`config.mk`:
```
export PLATFORM = sky130hd
export DESIGN_NAME = serv_ram_responder
export DESIGN_NICKNAME = d
export VERILOG_FILES = /design/src/rtl/serv_ram_responder.sv
export SDC_FILE = /design/constraint.sdc
export NUM_CORES = 1
export LEC_CHECK = 0
export CELL_PAD_IN_SITES_DETAIL_PLACEMENT = 1
export CELL_PAD_IN_SITES_GLOBAL_PLACEMENT = 1
export CORE_UTILIZATION = 10
export CTS_CLUSTER_SIZE = 30
export DETAILED_ROUTE_END_ITERATION = 7
export PLACE_DENSITY = 0.95
export SYNTH_ARGS = -nofsm -noshare
export SYNTH_HDL_FRONTEND = slang
export SYNTH_SLANG_ARGS = --single-unit
```
`constraint.sdc`:
```
create_clock -name clk -period 1.44 [get_ports clk]
set_clock_uncertainty 0.2 [all_clocks]
set_input_delay 0.36 -clock clk [delete_from_list [all_inputs] [get_ports clk]]
set_output_delay 0.36 -clock clk [all_outputs]
set_load 0.01 [all_outputs]
```
`src/rtl/serv_ram_responder.sv`:
```
// serv_ram_responder: Wishbone-classic responder sharing one RAM32 port between SERV ibus and dbus
// Ports: clk, rst_n (async active-low); ibus cyc/adr in, rdt/ack out; dbus cyc/adr/we/dat/sel in,
// rdt/ack out; RAM32 port en/a/we/di out, do in; o_oor sticky out-of-range flag.
// Optional: define SERV_RAM_OOR_ERR_EN to flag and block accesses above the RAM (else addresses alias).
module serv_ram_responder #(
  parameter int ADDR_W = 5,
  parameter bit DBUS_PRIO = 1'b1
) (
  input  logic              clk,
  input  logic              rst_n,
  input  logic              i_ibus_cyc,
  input  logic [31:0]       i_ibus_adr,
  output logic [31:0]       o_ibus_rdt,
  output logic              o_ibus_ack,
  input  logic              i_dbus_cyc,
  input  logic [31:0]       i_dbus_adr,
  input  logic              i_dbus_we,
  input  logic [31:0]       i_dbus_dat,
  input  logic [3:0]        i_dbus_sel,
  output logic [31:0]       o_dbus_rdt,
  output logic              o_dbus_ack,
  output logic              o_ram_en,
  output logic [ADDR_W-1:0] o_ram_a,
  output logic [3:0]        o_ram_we,
  output logic [31:0]       o_ram_di,
  input  logic [31:0]       i_ram_do,
  output logic              o_oor
);
  typedef enum logic {IDLE, ACK} state_t;
  state_t state, state_nx;
  logic req, sel_d, oor_sel, gnt_d, gnt_wr, gnt_oor;
  logic [31:0] adr, rd;
  logic unused;
  assign req = i_ibus_cyc | i_dbus_cyc;
  assign sel_d = i_dbus_cyc & (DBUS_PRIO ? 1'b1 : !i_ibus_cyc);
  assign adr = sel_d ? i_dbus_adr : i_ibus_adr;
  assign unused = &{1'b0, adr[1:0], adr[31:ADDR_W+2]};
`ifdef SERV_RAM_OOR_ERR_EN
  logic oor_q;
  assign oor_sel = |adr[31:ADDR_W+2];
  assign o_oor = oor_q;
  always_ff @(posedge clk or negedge rst_n)
    if (!rst_n) oor_q <= 1'b0;
    else if (state == IDLE && req && oor_sel) oor_q <= 1'b1;
`else
  assign oor_sel = 1'b0;
  assign o_oor = 1'b0;
`endif
  always_ff @(posedge clk or negedge rst_n)
    if (!rst_n) begin
      state <= IDLE;
      gnt_d <= 1'b0;
      gnt_wr <= 1'b0;
      gnt_oor <= 1'b0;
    end else begin
      state <= state_nx;
      if (state == IDLE && req) begin
        gnt_d <= sel_d;
        gnt_wr <= sel_d & i_dbus_we;
        gnt_oor <= oor_sel;
      end
    end
  // rst_n gates the RAM enable so a request held during reset never touches the macro
  always_comb begin
    state_nx = IDLE;
    o_ram_en = 1'b0;
    o_ram_we = 4'b0;
    o_ram_a = adr[ADDR_W+1:2];
    o_ram_di = i_dbus_dat;
    if (state == IDLE) begin
      state_nx = req ? ACK : IDLE;
      o_ram_en = rst_n & req & !oor_sel;
      o_ram_we = (o_ram_en & sel_d & i_dbus_we) ? i_dbus_sel : 4'b0;
    end
    o_ibus_ack = (state == ACK) & !gnt_d;
    o_dbus_ack = (state == ACK) & gnt_d;
    rd = (state == ACK && !gnt_wr && !gnt_oor) ? i_ram_do : 32'b0;
    o_ibus_rdt = o_ibus_ack ? rd : 32'b0;
    o_dbus_rdt = o_dbus_ack ? rd : 32'b0;
  end
endmodule

```
==> flow_summary.json <==
{
  "status": "finished, violations left",
  "violations": "negative setup slack",
  "synth-edff-count": 0,
  "n_antenna_cell": 0,
  "vias": 1283,
  "grt_max_degree": 9,
  "r2r_setup_slack_ns": 0.17,
  "fmax_ghz": 0.5083,
  "grt_antenna_before_repair": 0,
  "h-tree-depth": 1,
  "antenna_left": 0,
  "setup_viol": 76,
  "instances_no_fill": 357,
  "routedWlPerCell_um": 14.25,
  "synth_top_cell_by_area": "and2_1",
  "grt_pass1_vias": 1421,
  "synthesis.nets": 268,
  "die_w_um": 99.32,
  "fin_crit_sh_pct": 136.6,
  "finish.utilization_pct": 27.89,
  "grtUsageTotal_pct": 9.700,
  "top_layer": "met4",
  "leakage_nw": 1.259,
  "crit_family": "flip-flops",
  "place.gp.congestion": 0.6639,
  "drtPass1Iterations": 2,
  "hold_violations": 0,
  "yosysSeqAreaShare_pct": 7.926,
  "dr_wl_met2_mm": 2.741,
  "startpoint_type": "flip-flop",
  "routed_wirelength_mm": 5.087,
  "hpwl_mm": 3.977,
  "crit_chain": "and3b_2 -> buf_6 -> buf_6 -> and2_1 -> buf_2",
  "setup.worst_path.start": "state$_DFF_PN0_",
  "path_clk_slew_ns": 0.03,
  "r2r-end": "gnt_wr$_DFFE_PN0P_",
  "yosysTopAreaCellShare_pct": 46.24,
  "crit_cells": 5,
  "netlist_top_cells_count": "70 x and2_1, 33 x buf_4, 6 x clkbuf_2, 5 x mux2_2",
  "total_power_mw": 1.425,
  "areaGrowthSynthToFinish_pct": 170.8,
  "via_per_inst": 3.594,
  "overflow": 0,
  "synthTopCellsByArea": "and2_1 46%, buf_4 26%, dfrtp_1 7.9%",
  "numCtsBuffers": 3,
  "drt_iter0_drc": 24,
  "die_y_um": 99.32,
  "fin_crit_ns": 1.967,
  "maxCapViolCount": 0,
  "hold_class": "in -> reg",
  "grt_pass1_wl_mm": 7.541,
  "yosysMostFrequentCell": "and2_1",
  "drv_slew": 0,
  "syn_area_um2": 947.2,
  "fill_cells": 1071,
  "clockBufferDepth": 2,
  "end_kind": "primary output",
  "path_common_cell": "buf_6",
  "crit_path_max_fanout": 5,
  "numPortBuffers": 126,
  "avgSynthCellArea_um2": 7.230,
  "hold-worst-slack_ns": 0.3335,
  "wl_met3_um": 519,
  "synth_cells": 131,
  "synthDistinctLibCells": 17,
  "die_area_um2": 9864,
  "drt-met1-wl_mm": 1.749,
  "row_count": 35,
  "reg2reg_depth": 4,
  "clock_latency_ns": 0.22,
  "async_flop_share_pct": 100.0,
  "start_util_pct": 10.30,
  "powerDensity_nw_per_um2": 555.7,
  "cpMaxStageDelayCell": "dfrtp_2",
  "rsz0062_at_grt": "true",
  "path_buf_inv": 3,
  "crit_end": "o_dbus_rdt[1]",
  "io_pins": 246,
  "numClockSinks": 3,
  "crit_arrival_ns": 1.41,
  "dp_cells": 339,
  "cts_tree": "built",
  "vdd_drop_max_mv": 0.3131,
  "core_um2": 9196,
  "required_ns": 0.88,
  "slowest_delay_ns": 0.42,
  "layout-drive-gt1-share_pct": 70.33,
  "drc": 0,
  "setup_ws_ns": -0.5273,
  "ys.flop_type": "dfrtp_1",
  "reg2reg_from": "state$_DFF_PN0_",
  "layout.nets": 384,
  "cts-root-buf": "clkbuf_8",
  "ys.warnings.count": 0,
  "synth-seq-cells": 3,
  "critical_path_class": "reg -> out"
}
## kinds of logic after synthesis
family | count (synthesis) | share of synthesized area [%]
simple gates | 76 | 52.45
buf+inv | 43 | 31.04
mux | 5 | 5.944
compound gates | 3 | 2.246
flops | 3 | 7.926
other cells | 1 | 0.3959
## area by class of cell
class	instances	area (µm²)	share of cell area [%]
clock buffer	4	45.04	1.756
inverter	3	11.26	0.4390
multi-input combinational	85	745.7	29.07
sequential	3	76.32	2.976
tap	111	138.9	5.415
timing repair buffer	151	1548	60.34
## power by group
group / internal [mW] / switching [mW] / leakage, nW
registers: 0.0980 / 0.0155 / 0.0349
logic: 0.684 / 0.375 / 1.20
clock network: 0.189 / 0.0634 / 0.0228
## metal layers
metal | vias to the layer above | track usage (%)
met4 | 0 | 2.602
li1 | 593 | -
met1 | 586 | 9.372
met2 | 94 | 18.96
met5 | - | 0
met3 | 10 | 3.795
## through the flow
| step | area (µm²) | setup TNS, ns | setup WS (ns) |
|---|---|---|---|
| 2_1_floorplan | 960.9 | -6.018 | -0.1003 |
| 3_3_place_gp | 2155 | -50.65 | -0.9427 |
| 3_5_place_dp | 2155 | -52.12 | -0.9669 |
| 4_1_cts | 2381 | -36.16 | -0.5514 |
| 5_1_grt | 2565 | -38.68 | -0.5943 |
| 6_report | 2565 | -33.69 | -0.5273 |
## tightest hold or removal path: cells and delay by family
kind | cells | cell delay, ns
simple gates | 1 | 0.07
compound gates | 1 | 0.08
buf+inv | 2 | 0.20
## registers in the layout (all words and copies together) (netlist names)
| name | flops |
|---|---|
| gnt_d | 1 |
| state | 1 |
| gnt_wr | 1 |
## cell usage in the layout (no fill, tap or decap), types with 2 or more instances in the layout
master,count
clkbuf_8,3
inv_1,3
and2_1,11
dfrtp_1,2
buf_8,2
clkdlybuf4s15_1,2
buf_6,84
buf_4,4
dlygate4sd2_1,11
mux2_4,5
clkdlybuf4s50_1,36
and2_4,59
buf_2,11
## how the worst min path moves through the flow
| stage | from | end | cells after the start | slack (ns) |
|---|---|---|---|---|
| after floorplan | rst_n | gnt_d$_DFFE_PN0P_ | 0 | -0.14 |
| after global placement | gnt_wr$_DFFE_PN0P_ | gnt_wr$_DFFE_PN0P_ | 2 | 0.36 |
| after detailed placement | gnt_wr$_DFFE_PN0P_ | gnt_wr$_DFFE_PN0P_ | 2 | 0.37 |
| after CTS | i_dbus_cyc | gnt_d$_DFFE_PN0P_ | 4 | 0.33 |
| after global routing | i_dbus_cyc | gnt_d$_DFFE_PN0P_ | 4 | 0.37 |
| final | i_dbus_cyc | gnt_d$_DFFE_PN0P_ | 4 | 0.33 |
## repair_timing
action                                  4_1_cts  5_1_grt
buffers inserted                              9        1
gates resized for setup                     436       46
cloned                                        5        0
hold buffers                                  1        0
endpoints found under the hold margin         3        0
endpoints found under the setup margin       77       76
pin swaps                                    62        5
(Power assumes the default switching activity.)
